### src/rtl/alu_mp_sequencer_pkg.sv
// rtl/alu_mp_sequencer_pkg.sv - shared constants, state and select encodings for the multi-precision sequencer
package alu_mp_sequencer_pkg;

  localparam int AU_BYTE_W = 8;

  typedef enum logic [1:0] {
    ST_IDLE = 2'd0,
    ST_RUN  = 2'd1,
    ST_DONE = 2'd2
  } seq_state_e;

  typedef enum logic [1:0] {
    AU_ADD = 2'd0,
    AU_SUB = 2'd1,
    AU_AND = 2'd2,
    AU_XOR = 2'd3
  } au_sel_e;

  // Byte index needs at least one bit even for a single-byte build.
  function automatic int idx_width(input int nbytes);
    return (nbytes > 1) ? $clog2(nbytes) : 1;
  endfunction

endpackage

### src/rtl/alu_mp_sequencer_if.sv
// rtl/alu_mp_sequencer_if.sv - request/response handshake bundle between datapath control and sequencer
interface alu_mp_sequencer_if #(
  parameter int NBYTES = 4
);
  localparam int W = 8 * NBYTES;

  logic         req_valid;
  logic         req_ready;
  logic [W-1:0] req_a;
  logic [W-1:0] req_b;
  logic [1:0]   req_sel;
  logic         req_cin;

  logic         rsp_valid;
  logic         rsp_ready;
  logic [W-1:0] rsp_d;
  logic         rsp_cout;
  logic         rsp_z;

  modport master (
    output req_valid, req_a, req_b, req_sel, req_cin, rsp_ready,
    input  req_ready, rsp_valid, rsp_d, rsp_cout, rsp_z
  );

  modport slave (
    input  req_valid, req_a, req_b, req_sel, req_cin, rsp_ready,
    output req_ready, rsp_valid, rsp_d, rsp_cout, rsp_z
  );

endinterface

### src/rtl/alu_byte_shifter.sv
// rtl/alu_byte_shifter.sv - W-bit register that loads in parallel or shifts right by one byte
module alu_byte_shifter
  import alu_mp_sequencer_pkg::*;
#(
  parameter int W = 32
) (
  input  logic                 clk_i,
  input  logic                 rst_i,
  input  logic                 load_i,
  input  logic [W-1:0]         load_val_i,
  input  logic                 shift_i,
  input  logic [AU_BYTE_W-1:0] byte_i,
  output logic [W-1:0]         q_o
);

  logic [W-1:0] q_q;
  logic [W-1:0] q_d;
  logic [W-1:0] shifted;

  // New byte enters at the top so the low byte is always the next one to process.
  generate
    if (W > AU_BYTE_W) begin : g_wide
      assign shifted = {byte_i, q_q[W-1:AU_BYTE_W]};
    end else begin : g_byte
      assign shifted = byte_i;
    end
  endgenerate

  always_comb begin
    q_d = q_q;
    if (load_i) begin
      q_d = load_val_i;
    end else if (shift_i) begin
      q_d = shifted;
    end
  end

  always_ff @(posedge clk_i) begin
    if (rst_i) begin
      q_q <= '0;
    end else begin
      q_q <= q_d;
    end
  end

  assign q_o = q_q;

endmodule

### src/rtl/alu_mp_sequencer.sv
// rtl/alu_mp_sequencer.sv - feeds one NBYTES-wide op to the 8-bit unit LSB first, chaining carry and zero
module alu_mp_sequencer
  import alu_mp_sequencer_pkg::*;
#(
  parameter int NBYTES = 4
) (
  input  logic                 clk,
  input  logic                 rst,
  alu_mp_sequencer_if.slave    bus,
  output logic [AU_BYTE_W-1:0] au_a_o,
  output logic [AU_BYTE_W-1:0] au_b_o,
  output logic [1:0]           au_s_o,
  output logic                 au_cin_o,
  input  logic [AU_BYTE_W-1:0] au_d_i,
  input  logic                 au_cout_i,
  input  logic                 au_z_i
);

  localparam int W    = AU_BYTE_W * NBYTES;
  localparam int IDXW = idx_width(NBYTES);
  localparam logic [IDXW-1:0] LAST = IDXW'(NBYTES - 1);

  seq_state_e      state_q, state_d;
  logic [1:0]      sel_q, sel_d;
  logic            carry_q, carry_d;
  logic            zacc_q, zacc_d;
  logic [IDXW-1:0] idx_q, idx_d;

  logic         accept;
  logic         running;
  logic         done;
  logic [W-1:0] a_sh;
  logic [W-1:0] b_sh;
  logic [W-1:0] res;
  logic         unused_sh;

  always_comb begin
    state_d = state_q;
    accept  = 1'b0;
    running = 1'b0;
    done    = 1'b0;
    case (state_q)
      ST_IDLE: begin
        if (bus.req_valid) begin
          accept  = 1'b1;
          state_d = ST_RUN;
        end
      end
      ST_RUN: begin
        running = 1'b1;
        if (idx_q == LAST) begin
          state_d = ST_DONE;
        end
      end
      ST_DONE: begin
        done = 1'b1;
        if (bus.rsp_ready) begin
          state_d = ST_IDLE;
        end
      end
      default: state_d = ST_IDLE;
    endcase
  end

  // Zero flag is the AND of the per-byte unit flags, never a decode of res.
  always_comb begin
    sel_d   = sel_q;
    carry_d = carry_q;
    zacc_d  = zacc_q;
    idx_d   = idx_q;
    if (accept) begin
      sel_d   = bus.req_sel;
      carry_d = bus.req_cin;
      zacc_d  = 1'b1;
      idx_d   = '0;
    end else if (running) begin
      carry_d = au_cout_i;
      zacc_d  = zacc_q & au_z_i;
      idx_d   = (idx_q == LAST) ? '0 : idx_q + IDXW'(1);
    end
  end

  always_ff @(posedge clk) begin
    if (rst) begin
      state_q <= ST_IDLE;
      sel_q   <= '0;
      carry_q <= 1'b0;
      zacc_q  <= 1'b0;
      idx_q   <= '0;
    end else begin
      state_q <= state_d;
      sel_q   <= sel_d;
      carry_q <= carry_d;
      zacc_q  <= zacc_d;
      idx_q   <= idx_d;
    end
  end

  alu_byte_shifter #(.W(W)) u_a_sh (
    .clk_i      (clk),
    .rst_i      (rst),
    .load_i     (accept),
    .load_val_i (bus.req_a),
    .shift_i    (running),
    .byte_i     ('0),
    .q_o        (a_sh)
  );

  alu_byte_shifter #(.W(W)) u_b_sh (
    .clk_i      (clk),
    .rst_i      (rst),
    .load_i     (accept),
    .load_val_i (bus.req_b),
    .shift_i    (running),
    .byte_i     ('0),
    .q_o        (b_sh)
  );

  alu_byte_shifter #(.W(W)) u_res (
    .clk_i      (clk),
    .rst_i      (rst),
    .load_i     (accept),
    .load_val_i ('0),
    .shift_i    (running),
    .byte_i     (au_d_i),
    .q_o        (res)
  );

  // Only the low byte of each operand shifter reaches the unit.
  assign unused_sh = ^{a_sh, b_sh};

  assign au_a_o   = running ? a_sh[AU_BYTE_W-1:0] : '0;
  assign au_b_o   = running ? b_sh[AU_BYTE_W-1:0] : '0;
  assign au_s_o   = running ? sel_q : 2'b00;
  assign au_cin_o = running & carry_q;

  assign bus.req_ready = (state_q == ST_IDLE);
  assign bus.rsp_valid = done;
  assign bus.rsp_d     = done ? res : '0;
  assign bus.rsp_cout  = done & carry_q;
  assign bus.rsp_z     = done & zacc_q;

endmodule
### src/flat_wrapper.sv
// flat-port wrapper written by rule: the top's interface ports become plain ports
module alu_mp_sequencer_flat import alu_mp_sequencer_pkg::*;
#(
  parameter int NBYTES = 4
)
  (clk, rst, au_a_o, au_b_o, au_s_o, au_cin_o, au_d_i, au_cout_i, au_z_i, bus_req_valid, bus_req_a, bus_req_b, bus_req_sel, bus_req_cin, bus_rsp_ready, bus_req_ready, bus_rsp_valid, bus_rsp_d, bus_rsp_cout, bus_rsp_z);
  alu_mp_sequencer_if #(.NBYTES(NBYTES)) bus_i ();
  input  logic clk;
  input  logic rst;
  output logic [AU_BYTE_W-1:0] au_a_o;
  output logic [AU_BYTE_W-1:0] au_b_o;
  output logic [1:0] au_s_o;
  output logic au_cin_o;
  input  logic [AU_BYTE_W-1:0] au_d_i;
  input  logic au_cout_i;
  input  logic au_z_i;
  input wire logic [$bits(bus_i.req_valid)-1:0] bus_req_valid;
  input wire logic [$bits(bus_i.req_a)-1:0] bus_req_a;
  input wire logic [$bits(bus_i.req_b)-1:0] bus_req_b;
  input wire logic [$bits(bus_i.req_sel)-1:0] bus_req_sel;
  input wire logic [$bits(bus_i.req_cin)-1:0] bus_req_cin;
  input wire logic [$bits(bus_i.rsp_ready)-1:0] bus_rsp_ready;
  output wire logic [$bits(bus_i.req_ready)-1:0] bus_req_ready;
  output wire logic [$bits(bus_i.rsp_valid)-1:0] bus_rsp_valid;
  output wire logic [$bits(bus_i.rsp_d)-1:0] bus_rsp_d;
  output wire logic [$bits(bus_i.rsp_cout)-1:0] bus_rsp_cout;
  output wire logic [$bits(bus_i.rsp_z)-1:0] bus_rsp_z;
  assign bus_i.req_valid = bus_req_valid;
  assign bus_i.req_a = bus_req_a;
  assign bus_i.req_b = bus_req_b;
  assign bus_i.req_sel = bus_req_sel;
  assign bus_i.req_cin = bus_req_cin;
  assign bus_i.rsp_ready = bus_rsp_ready;
  assign bus_req_ready = bus_i.req_ready;
  assign bus_rsp_valid = bus_i.rsp_valid;
  assign bus_rsp_d = bus_i.rsp_d;
  assign bus_rsp_cout = bus_i.rsp_cout;
  assign bus_rsp_z = bus_i.rsp_z;
  alu_mp_sequencer #(.NBYTES(NBYTES)) u_core (.clk(clk), .rst(rst), .bus(bus_i), .au_a_o(au_a_o), .au_b_o(au_b_o), .au_s_o(au_s_o), .au_cin_o(au_cin_o), .au_d_i(au_d_i), .au_cout_i(au_cout_i), .au_z_i(au_z_i));
endmodule
### config.mk
export PLATFORM = sky130hd
export DESIGN_NAME = alu_mp_sequencer_flat
export DESIGN_NICKNAME = d
export VERILOG_FILES = /design/src/rtl/alu_mp_sequencer_pkg.sv /design/src/rtl/alu_mp_sequencer_if.sv /design/src/rtl/alu_byte_shifter.sv /design/src/rtl/alu_mp_sequencer.sv /design/src/flat_wrapper.sv
export SDC_FILE = /design/constraint.sdc
export NUM_CORES = 1
export LEC_CHECK = 0
export CAP_MARGIN = 25
export CELL_PAD_IN_SITES_DETAIL_PLACEMENT = 0
export CELL_PAD_IN_SITES_GLOBAL_PLACEMENT = 1
export CORE_ASPECT_RATIO = 1.1
export CORE_MARGIN = 3
export CORE_UTILIZATION = 36
export CTS_CLUSTER_DIAMETER = 40
export CTS_CLUSTER_SIZE = 30
export DETAILED_ROUTE_END_ITERATION = 12
export GPL_TIMING_DRIVEN = 0
export PLACE_DENSITY = 0.95
export SYNTH_ARGS = -nofsm -noshare
export SYNTH_HDL_FRONTEND = slang
export SYNTH_SLANG_ARGS = --single-unit
export TNS_END_PERCENT = 1
### constraint.sdc
create_clock -name clk -period 3 [get_ports clk]
set_clock_uncertainty 0.15 [all_clocks]
set_input_delay 0.6 -clock clk [delete_from_list [all_inputs] [get_ports clk]]
set_output_delay 0.6 -clock clk [all_outputs]
set_load 0.01 [all_outputs]
==> results.txt, run 1 <==
----------------------------------------------------
[Final layout]
  Finished Layout Cells ... about 870
  FILL cells ... 1163
  Non-Filler Cell Area, Final ... around 6300 um^2
  Final core occ ... between 50% and 60%
  Total area of sequential cells ... about 2100 um^2
  Fraction of layout instances using a drive strength above 1 ... under 10%
  Area growth from synthesis to final layout ... 40.1%
  Layout net count ... just under 800
  Area of the multi-input gates ... 2100 um^2
  Diodes inserted ... 0

[Critical path]
  Crit path max fanout ... 10
  Kind of cell with the highest combined delay on the critical path ... buffers and inverters
  Critical path, cell by cell ... buf_6, nor2b_1, clkbuf_2, clkbuf_1, and2_1, clkdlybuf4s50_1
  Setup slack, reg-to-reg ... about 1300 ps
  Element type at the critical path end ... output port
  Cell at the slowest stage of the critical path ... sky130_fd_sc_hd__clkdlybuf4s50_1
  Startpoint type of the worst setup path ... register
  Buffer and inverter count on the worst path ... 4
  Worst endpoint data arrival time ... roughly 2200 ps
  Worst setup path category ... reg -> out
  Required time at the worst-slack endpoint ... ~2300 ps
  Highest cell delay on the worst timing path ... between 500 and 600 ps

[Floorplan]
  Number of ports placed on the die boundary ... between 100 and 150
  Overall die area ... 13800 um^2
  Vertical die dimension ... ~120 um
  Placement row count ... between 40 and 50
  Die width ... around 110 um
  Core Box Area ... 12100 um^2
  Effective utilization at floorplan ... a little under two fifths

[Logic synthesis]
  Cells after Synth ... ~570
  Most used flip-flop cell after synthesis ... sky130_fd_sc_hd__dfxtp_1
  Most frequently used cell type in the post-synthesis netlist ... sky130_fd_sc_hd__nand2_1
  Share of Yosys cell area claimed by the top area cell type ... 46.5%
  Synthesized area divided by synthesized cell count ... a little under 8 um^2
  Mapped Area ... around 4500 um^2
  Share of synthesized registers carrying an async set or reset ... 0%
  Post-Synthesis Net Count ... around 650
  Unique cell type count in the Yosys netlist ... 28
  Yosys synthesis warning count ... 0
  Total of flip-flops plus latches after synthesis ... about 100
  Largest cells by area after synthesis ... sky130_fd_sc_hd__dfxtp_1 (46%), sky130_fd_sc_hd__nand2_1 (9.9%), sky130_fd_sc_hd__a21oi_1 (8.3%), sky130_fd_sc_hd__a211oi_1 (8.2%), sky130_fd_sc_hd__and2_1 (7.4%)
  Largest area contributor in the synthesized netlist ... sky130_fd_sc_hd__dfxtp_1
  Register area share after synthesis ... 46.5%
  Post-synth EDFFs ... 0
  Commonest cells post-synth ... sky130_fd_sc_hd__nand2_1 (118), sky130_fd_sc_hd__dfxtp_1 (104), sky130_fd_sc_hd__a21oi_1 (74)

[Routing]
  Final Routed Wirelength ... 13.0 mm
  Vias per cell ... between 5 and 6
  Wire length per cell ... approximately 15 um
  Remaining design rule violation count ... 0
  Vias after detailed routing ... 4357
  Routed Antenna Nets ... 0
  Number of search-and-repair iterations in the first detailed-routing pass ... 4
  Violation count after the first detailed-routing iteration ... around 230

[Timing]
  Final count of pins violating max slew ... 0
  Crit path time final ... 2900 ps
  Portion of the clock cycle consumed by the worst path in the final layout ... slightly below 100%
  Final setup violation count ... 0
  Final WS setup ... 99.2 ps
  Unrepaired setup endpoints after global routing ... yes
  Maximum achievable frequency ... around 0.34 GHz
  Setup Total Neg Slack ... 0 ps
  Worst Hold Margin ... between 300 and 400 ps
  Number of hold violations in the final report ... 0
  Worst Max-Slew Pin Slew ... 458 ps
  Rel. slew slack ... 69.5%

[Place]
  HPWL Detailed ... about 10 mm
  Number of input and output port buffers inserted ... between 100 and 150
  Area after DPL ... roughly 6000 um^2
  Cells after DPL ... between 800 and 900
  Worst slack, placed ... approximately 160 ps
  Placer congestion estimate ... a little under 0.9

[Global route]
  Number of global-route vias before repair ... approximately 4200
  Largest net degree at the start of global routing ... 20
  GRT Util Overall ... about a fifth
  Antenna violations before repair ... 0
  Global-route wire length before repair ... between 20 and 25 mm
  Total congestion overflow ... 0

[Power]
  Pwr Density ... between 400 and 500 nW/um^2
  Maximum VDD drop ... around 0.00024 V
  Static leakage ... 2.26 nW
  Total design power ... just over 3 mW

[Status]
  Status ... finished, final reports clean

[CTS]
  CTS max path bufs ... 2
  Clock slew seen by the registers of the worst setup and hold paths ... ~70 ps
  Root buffer selected by CTS ... sky130_fd_sc_hd__clkbuf_16
  Clock latency reported for the late side of the worst-skew pair ... between 300 and 400 ps
  Total CTS buffers ... 9
  Max H-tree Level ... 3
  Clock tree sinks ... approximately 100
  Clock tree from TritonCTS ... built
  Hold_buf cts ... 0

[Hold path]
  Hold Path Class ... reg -> reg

[Flow run]
  Reported max-cap violation count ... 0

----------------------------------------------------
==> worst register-to-register path: cells and delay by family (launching register included) <==
family / cells / cell delay [ps]
buffers and inverters: 4 / 800
DFF: 1 / 310
AOI/OAI and AO/OA: 1 / 130
and+or+nand+nor: 2 / 250
==> sequential cells by signal, indices dropped and copies added (netlist names) <==
| register | flops |
|---|---|
| u_core.u_res.q_o | 32 |
| u_core.u_a_sh.q_o | 32 |
| u_core.carry_q | 1 |
| u_core.idx_q | 2 |
| u_core.u_b_sh.q_o | 32 |
| u_core.zacc_q | 1 |
| u_core.state_q | 2 |
| u_core.sel_q | 2 |
==> final cells by class <==
type | count | area share (%)
Multi-Input combinational cell | 404 | 33.4
Sequential cell | 104 | 33.2
Timing Repair Buffer | 134 | 21.4
Buffer | 53 | 4.60
Clock buffer | 11 | 3.71
Tap cell | 154 | 3.07
Clock inverter | 4 | 0.478
Inverter | 3 | 0.179
==> placed cells by master (no fill, tap or decap), types with 2 or more instances in the layout <==
cell,synthesis,routed
sky130_fd_sc_hd__nor2_1,53,53
sky130_fd_sc_hd__o21ai_0,2,2
sky130_fd_sc_hd__nor2b_1,2,2
sky130_fd_sc_hd__buf_4,3,3
sky130_fd_sc_hd__a21oi_1,74,74
sky130_fd_sc_hd__dfxtp_1,104,104
sky130_fd_sc_hd__clkinv_1,2,2
sky130_fd_sc_hd__o22ai_1,17,17
sky130_fd_sc_hd__nand2b_1,2,2
sky130_fd_sc_hd__buf_2,25,26
sky130_fd_sc_hd__a211oi_1,49,49
sky130_fd_sc_hd__buf_6,4,4
sky130_fd_sc_hd__nand2_1,118,118
sky130_fd_sc_hd__clkbuf_1,20,17
sky130_fd_sc_hd__and2_1,53,53
sky130_fd_sc_hd__clkdlybuf4s50_1,0,134
sky130_fd_sc_hd__clkbuf_2,1,4
sky130_fd_sc_hd__a21oi_2,10,10
sky130_fd_sc_hd__clkbuf_16,0,9
sky130_fd_sc_hd__nand3_1,16,16
==> logic make-up after synthesis <==
kind of cell,count (synthesis),synth area share (%)
compound gates,154,21.4
buf+inv,57,6.68
flops,104,46.5
fa+ha+maj,1,0.279
mux,1,0.223
simple gates,248,24.9
==> power breakdown <==
group	leakage (nW)	internal, mW	switching (mW)	total [mW]
Combinational	1.28	0.238	0.248	0.485
Clock	0.126	0.562	0.503	1.06
Sequential	0.854	1.47	0.0455	1.51
Total	2.26	2.27	0.796	3.06
==> worst paths after layout <==
kind	start	endpoint	cells past startpoint
min reg2reg	u_core.u_res.q_o[5]$_SDFFE_PP0N_	u_core.u_res.q_o[5]$_SDFFE_PP0N_	2
max reg2reg	u_core.state_q[0]$_SDFFE_PP0P_	u_core.u_res.q_o[11]$_SDFFE_PP0N_	7
min	u_core.u_res.q_o[5]$_SDFFE_PP0N_	u_core.u_res.q_o[5]$_SDFFE_PP0N_	2
max	u_core.state_q[1]$_SDFFE_PP0P_	bus_rsp_d[27]	6
==> timing repair <==
item	4_1_cts	5_1_grt
setup buffers	0	0
hold endpoints to repair	0	0
gates resized for setup	3	3
setup endpoints to repair	49	20
==> routing by layer <==
layer  global-route usage (%)  vias up  wire (um)
li1                         -     2190          -
met1                     23.1     2023       5630
met2                     32.8      134       6400
met3                     4.55       10        831
met4                     4.96        0        144
met5                        0        -          0
(Power assumes the default switching activity.)
==> inputs of run 2 (changes only) <==
--- a/config.mk
+++ b/config.mk
@@ -5,12 +5,13 @@
 export SDC_FILE = /design/constraint.sdc
 export NUM_CORES = 1
 export LEC_CHECK = 0
-export CAP_MARGIN = 25
+export CAP_MARGIN = 20
 export CELL_PAD_IN_SITES_DETAIL_PLACEMENT = 0
 export CELL_PAD_IN_SITES_GLOBAL_PLACEMENT = 1
 export CORE_ASPECT_RATIO = 1.1
 export CORE_MARGIN = 3
-export CORE_UTILIZATION = 36
+export CORE_UTILIZATION = 37
+export CTS_BUF_LIST = sky130_fd_sc_hd__clkbuf_8
 export CTS_CLUSTER_DIAMETER = 40
 export CTS_CLUSTER_SIZE = 30
 export DETAILED_ROUTE_END_ITERATION = 12
==> results.txt, run 2 (synthesis results as in run 1) <==
----------------------------------------------------
[Status]
  Status ... finished, final reports clean

[Place]
  Number of input and output port buffers inserted ... 134 (unchanged)
  Placer congestion estimate ... 0.867 (-2.4%)
  HPWL Detailed ... 10.0 mm (about the same)

[Routing]
  Routed Antenna Nets ... 0 (unchanged)
  Wire length per cell ... 15.0 um (-0.29%)
  Violation count after the first detailed-routing iteration ... 204 (-12%)
  Remaining design rule violation count ... 0 (unchanged)
  Final Routed Wirelength ... 12.9 mm (-0.52%)
  Vias after detailed routing ... 4331 (-0.60%)
  Vias per cell ... 5.01 (-0.37%)
  Number of search-and-repair iterations in the first detailed-routing pass ... 4 (unchanged)

[Floorplan]
  Vertical die dimension ... 121 um (-1.3%)
  Number of ports placed on the die boundary ... 136 (unchanged)
  Core Box Area ... 11600 um^2 (-3.7%)
  Die width ... 111 um (-1.3%)
  Overall die area ... 13500 um^2 (-2.6%)
  Effective utilization at floorplan ... 38.5% (+1.4 points)
  Placement row count ... 41 (-2.4%)

[Final layout]
  Layout net count ... 791 (unchanged)
  Fraction of layout instances using a drive strength above 1 ... 9.52% (+0.55 points)
  Area growth from synthesis to final layout ... 39.0%
  Area of the multi-input gates ... 2100 um^2 (unchanged)
  Most common library cell in the layout ignoring fill and taps ... sky130_fd_sc_hd__clkdlybuf4s50_1
  Total area of sequential cells ... 2080 um^2 (unchanged)
  Commonest cells after routing, fill and taps aside ... sky130_fd_sc_hd__clkdlybuf4s50_1 (134), sky130_fd_sc_hd__nand2_1 (118), sky130_fd_sc_hd__dfxtp_1 (104)
  FILL cells ... 1134 (-2.5%)

[CTS]
  Clock tree sinks ... 104 (unchanged)
  Max H-tree Level ... 3 (unchanged)
  Clock latency reported for the late side of the worst-skew pair ... 360 ps (+20 ps)
  Clock tree from TritonCTS ... built
  Clock slew seen by the registers of the worst setup and hold paths ... 110 ps (+40 ps)
  Total CTS buffers ... 9 (unchanged)
  CTS max path bufs ... 2 (unchanged)
  Hold_buf cts ... 0 (unchanged)
  Root buffer selected by CTS ... sky130_fd_sc_hd__clkbuf_8

[Critical path]
  Startpoint type of the worst setup path ... register
  Element type at the critical path end ... output port
  Worst setup path category ... reg -> out
  R2r worst-path depth ... 6 (-1)
  Worst endpoint data arrival time ... 2130 ps (-20 ps)
  Required time at the worst-slack endpoint ... 2250 ps (about the same)
  Crit path max fanout ... 11 (+1)

[Timing]
  Worst Max-Slew Pin Slew ... 481 ps (+23.2 ps)
  Final setup violation count ... 0 (unchanged)
  Worst Hold Margin ... 306 ps (+0.993 ps)
  Crit path time final ... 2880 ps (-24.9 ps)
  Unrepaired setup endpoints after global routing ... no
  Rel. slew slack ... 67.9% (-1.5 points)
  Number of hold violations in the final report ... 0 (unchanged)
  Portion of the clock cycle consumed by the worst path in the final layout ... 95.9% (-0.83 points)
  Setup Total Neg Slack ... 0 ps (unchanged)
  Maximum achievable frequency ... 0.348 GHz (+0.87%)
  Final count of pins violating max slew ... 0 (unchanged)

[Global route]
  Largest net degree at the start of global routing ... 20 (unchanged)
  Total congestion overflow ... 0 (unchanged)
  Global-route wire length before repair ... 20.9 mm (-0.23%)
  GRT Util Overall ... 19.1% (+0.38 points)
  Antenna violations before repair ... 0 (unchanged)
  Number of global-route vias before repair ... 4310 (+1.5%)

[Flow run]
  Reported max-cap violation count ... 0 (unchanged)

[Power]
  Pwr Density ... 467 nW/um^2 (-4.2%)
  Static leakage ... 2.23 nW (-0.98%)
  Maximum VDD drop ... 0.000218 V (-8.2%)

[Hold path]
  Hold Path Class ... reg -> reg
  Depth of the worst hold-timing path ... 2 (unchanged)

----------------------------------------------------
-- run 2: cell types whose count changed in the layout (fill, tap and decap cells not counted), moves of 2 or more --
cell / change
sky130_fd_sc_hd__clkbuf_8: +9
sky130_fd_sc_hd__clkbuf_1: -3
sky130_fd_sc_hd__clkbuf_16: -9
sky130_fd_sc_hd__inv_8: +2
-- run 2: final cells by class --
class                           count  share of cell area (%)
Buffer                             53                    4.70
Clock inverter                      7                    1.37
Multi-Input combinational cell    404                    33.7
Tap cell                          150                    3.02
Sequential cell                   104                    33.4
Timing Repair Buffer              134                    21.5
Antenna cell                        1                  0.0402
Inverter                            3                   0.181
Clock buffer                        9                    1.99
-- run 2: per-stage QoR --
step	util, %	setup slack [ps]	cells	total power, mW	cell area, um^2
6_report	53.5	124	865	2.91	6220
5_1_grt	53.4	11.8	864	3.05	6220
4_1_cts	53.4	1.61	864	2.93	6220
3_5_place_dp	51.6	192	849	2.02	6010
3_3_place_gp	51.6	168	849	2.01	6010
2_1_floorplan	-	1020	565	1.81	4480
-- run 2: routing by layer --
layer,vias up,GRT usage [%],part of all wire (%)
li1,2185,-,-
met1,2003,23.9,44
met2,130,32.5,49
met3,13,4.44,5.7
met4,0,6.16,1.2
met5,-,0,0
-- run 2: critical path, cell delays in order (launching register included) --
cell,delay [ps]
sky130_fd_sc_hd__dfxtp_1,320
sky130_fd_sc_hd__buf_4,150
sky130_fd_sc_hd__nor2b_1,130
sky130_fd_sc_hd__clkbuf_2,150
sky130_fd_sc_hd__buf_2,280
sky130_fd_sc_hd__and2_1,170
sky130_fd_sc_hd__clkdlybuf4s50_1,560
-- run 2: path summary, 6_finish.rpt --
path	start	end	slack, ps
worst max-delay path	u_core.state_q[0]$_SDFFE_PP0P_	au_s_o[1]	120
worst min-delay path	u_core.sel_q[0]$_SDFFE_PP0P_	u_core.sel_q[0]$_SDFFE_PP0P_	310
worst max register to register	u_core.state_q[0]$_SDFFE_PP0P_	u_core.u_b_sh.q_o[16]$_SDFFE_PP0P_	1310
worst min register to register	u_core.sel_q[0]$_SDFFE_PP0P_	u_core.sel_q[0]$_SDFFE_PP0P_	310
-- run 2: where the power goes --
part / internal, mW / switching [mW]
logic: 0.238 / 0.245
clock network: 0.402 / 0.515
registers: 1.47 / 0.0444
-- run 2: repair_timing --
action	in CTS	in global routing
gates resized for setup	3	8
setup endpoints to repair	49	30
buffers inserted	0	0
==> inputs of run 3 (changes only) <==
--- a/config.mk
+++ b/config.mk
@@ -5,11 +5,11 @@
 export SDC_FILE = /design/constraint.sdc
 export NUM_CORES = 1
 export LEC_CHECK = 0
-export CAP_MARGIN = 20
+export ABC_CLOCK_PERIOD_IN_PS = 3000
 export CELL_PAD_IN_SITES_DETAIL_PLACEMENT = 0
 export CELL_PAD_IN_SITES_GLOBAL_PLACEMENT = 1
 export CORE_ASPECT_RATIO = 1.1
-export CORE_MARGIN = 3
+export CORE_MARGIN = 10
 export CORE_UTILIZATION = 37
 export CTS_BUF_LIST = sky130_fd_sc_hd__clkbuf_8
 export CTS_CLUSTER_DIAMETER = 40
==> results.txt, run 3 (synthesis results as in run 1) <==
----------------------------------------------------
[Floorplan]
  Effective utilization at floorplan ... 37.5% (-0.92 points)
  Core Box Area ... 11900 um^2 (+2.4%)
  Die width ... 125 um (+13%)
  Placement row count ... 42 (+2.4%)
  Vertical die dimension ... 135 um (+12%)
  Overall die area ... 16900 um^2 (+26%)
  Number of ports placed on the die boundary ... 136 (unchanged)

[Critical path]
  R2r worst-path depth ... 5 (-1)
  Worst setup path category ... reg -> out
  Required time at the worst-slack endpoint ... 2250 ps (about the same)
  Crit path max fanout ... 10 (-1)
  Startpoint type of the worst setup path ... register
  Element type at the critical path end ... output port
  Worst endpoint data arrival time ... 2120 ps (about the same)

[CTS]
  Total CTS buffers ... 9 (unchanged)
  Clock latency reported for the late side of the worst-skew pair ... 370 ps (about the same)
  Max H-tree Level ... 3 (unchanged)
  Clock tree sinks ... 104 (unchanged)
  Root buffer selected by CTS ... sky130_fd_sc_hd__clkbuf_8
  Clock slew seen by the registers of the worst setup and hold paths ... 100 ps (about the same)
  Clock tree from TritonCTS ... built
  CTS max path bufs ... 2 (unchanged)

[Final layout]
  FILL cells ... 1170 (+3.2%)
  Area growth from synthesis to final layout ... 38.8%
  Commonest cells after routing, fill and taps aside ... sky130_fd_sc_hd__clkdlybuf4s50_1 (134), sky130_fd_sc_hd__nand2_1 (118), sky130_fd_sc_hd__dfxtp_1 (104)
  Fraction of layout instances using a drive strength above 1 ... 9.26% (-0.27 points)
  Layout net count ... 791 (unchanged)
  Finished Layout Cells ... 867 (+0.23%)
  Diodes inserted ... 0 (-1)
  Most common library cell in the layout ignoring fill and taps ... sky130_fd_sc_hd__clkdlybuf4s50_1

[Timing]
  Number of hold violations in the final report ... 0 (unchanged)
  Rel. slew slack ... 70.2% (+2.3 points)
  Crit path time final ... 2870 ps (-8.85 ps)
  Portion of the clock cycle consumed by the worst path in the final layout ... 95.6% (-0.30 points)
  Maximum achievable frequency ... 0.349 GHz (+0.31%)
  Final setup violation count ... 0 (unchanged)
  Final count of pins violating max slew ... 0 (unchanged)
  Worst Max-Slew Pin Slew ... 447 ps (-33.9 ps)
  Worst Hold Margin ... 307 ps (+1.26 ps)
  Setup Total Neg Slack ... 0 ps (unchanged)

[Hold path]
  Depth of the worst hold-timing path ... 2 (unchanged)
  Hold Path Class ... reg -> reg

[Power]
  Pwr Density ... 464 nW/um^2 (-0.78%)
  Static leakage ... 2.23 nW (-0.25%)
  Maximum VDD drop ... 0.000225 V (+3.1%)

[Global route]
  Met1 usage ... 18.4% (-5.5 points)
  Met3 track demand over resource in global routing ... 5.36% (+0.93 points)
  Antenna violations before repair ... 0 (unchanged)
  Total congestion overflow ... 0 (unchanged)
  GRT Util Overall ... 16.1% (-3.0 points)
  Largest net degree at the start of global routing ... 18 (-10%)
  Number of global-route vias before repair ... 4442 (+3.1%)
  Global-route wire length before repair ... 22.4 mm (+7.5%)
  Top Usage Layer GRT ... met2
  Global Route met2 Usage ... 27.8% (-4.7 points)

[Routing]
  Remaining design rule violation count ... 0 (unchanged)
  Violation count after the first detailed-routing iteration ... 244 (+20%)
  Routed Antenna Nets ... 0 (unchanged)
  Vias per cell ... 5.00 (about the same)
  Final Routed Wirelength ... 14.0 mm (+8.4%)
  Vias after detailed routing ... 4339 (+0.18%)
  Wire length per cell ... 16.2 um (+8.1%)
  Number of search-and-repair iterations in the first detailed-routing pass ... 5 (+1)

[Place]
  HPWL Detailed ... 11.0 mm (+10%)
  Cells after DPL ... 853 (+0.47%)
  Placer congestion estimate ... 0.885 (+2.1%)
  Number of input and output port buffers inserted ... 134 (unchanged)

[Flow run]
  Reported max-cap violation count ... 0 (unchanged)

[Status]
  Status ... finished, final reports clean

----------------------------------------------------
[run 3: cell count changes in the layout (fill, tap and decap cells not counted), sizes merged]
cell and delta:
buf -2, clkbuf +2, clkinv -1, diode -1
[run 3: final timing paths]
path | slack (ps) | from | end
worst max register to register | 1270 | u_core.state_q[0]$_SDFFE_PP0P_ | u_core.u_a_sh.q_o[28]$_SDFFE_PP0P_
worst max-delay path | 130 | u_core.state_q[1]$_SDFFE_PP0P_ | bus_rsp_d[2]
worst min-delay path | 310 | u_core.sel_q[0]$_SDFFE_PP0P_ | u_core.sel_q[0]$_SDFFE_PP0P_
worst min register to register | 310 | u_core.sel_q[0]$_SDFFE_PP0P_ | u_core.sel_q[0]$_SDFFE_PP0P_
[run 3: critical path: stages (launching register included)]
cell,delay (ps)
sky130_fd_sc_hd__dfxtp_1,340
sky130_fd_sc_hd__buf_6,130
sky130_fd_sc_hd__nor2b_1,130
sky130_fd_sc_hd__clkbuf_4,210
sky130_fd_sc_hd__clkbuf_4,220
sky130_fd_sc_hd__and2_1,150
sky130_fd_sc_hd__clkdlybuf4s50_1,560
[run 3: layer usage]
layer | vias to the layer above | wire, um
li1 | 2185 | -
met1 | 2007 | 6030
met2 | 133 | 6780
met3 | 14 | 1030
met4 | 0 | 172
met5 | - | 0
[run 3: stage by stage]
stage	area, um^2	utilization (%)	worst slack, ps	total power [mW]
after detailed placement	6010	50.4	108	2.03
after global routing	6220	52.1	-10.9	3.00
after floorplan	4480	-	1020	1.81
final	6220	52.1	133	2.88
after global placement	6010	50.4	177	2.01
after CTS	6210	52.1	-0.410	2.90
[run 3: power breakdown]
group	switching, mW	internal (mW)
sequential	0.0452	1.47
combinational	0.247	0.238
clock	0.500	0.388
[run 3: repair_timing]
item,in CTS,in global routing
resized for setup,6,8
setup endpoints to repair,49,45
setup buffers,0,0
hold buffers,0,0
[run 3: layout make-up]
type                    count  area (um^2)  area share [%]
plain buffers              53          298            4.79
repair buffers            134         1340            21.6
well taps                 154          193            3.10
clock inverters             6         68.8            1.11
multi-input cells         404         2100            33.8
flip-flops and latches    104         2080            33.5
inverters                   3         11.3           0.181
clock buffers               9          124            1.99
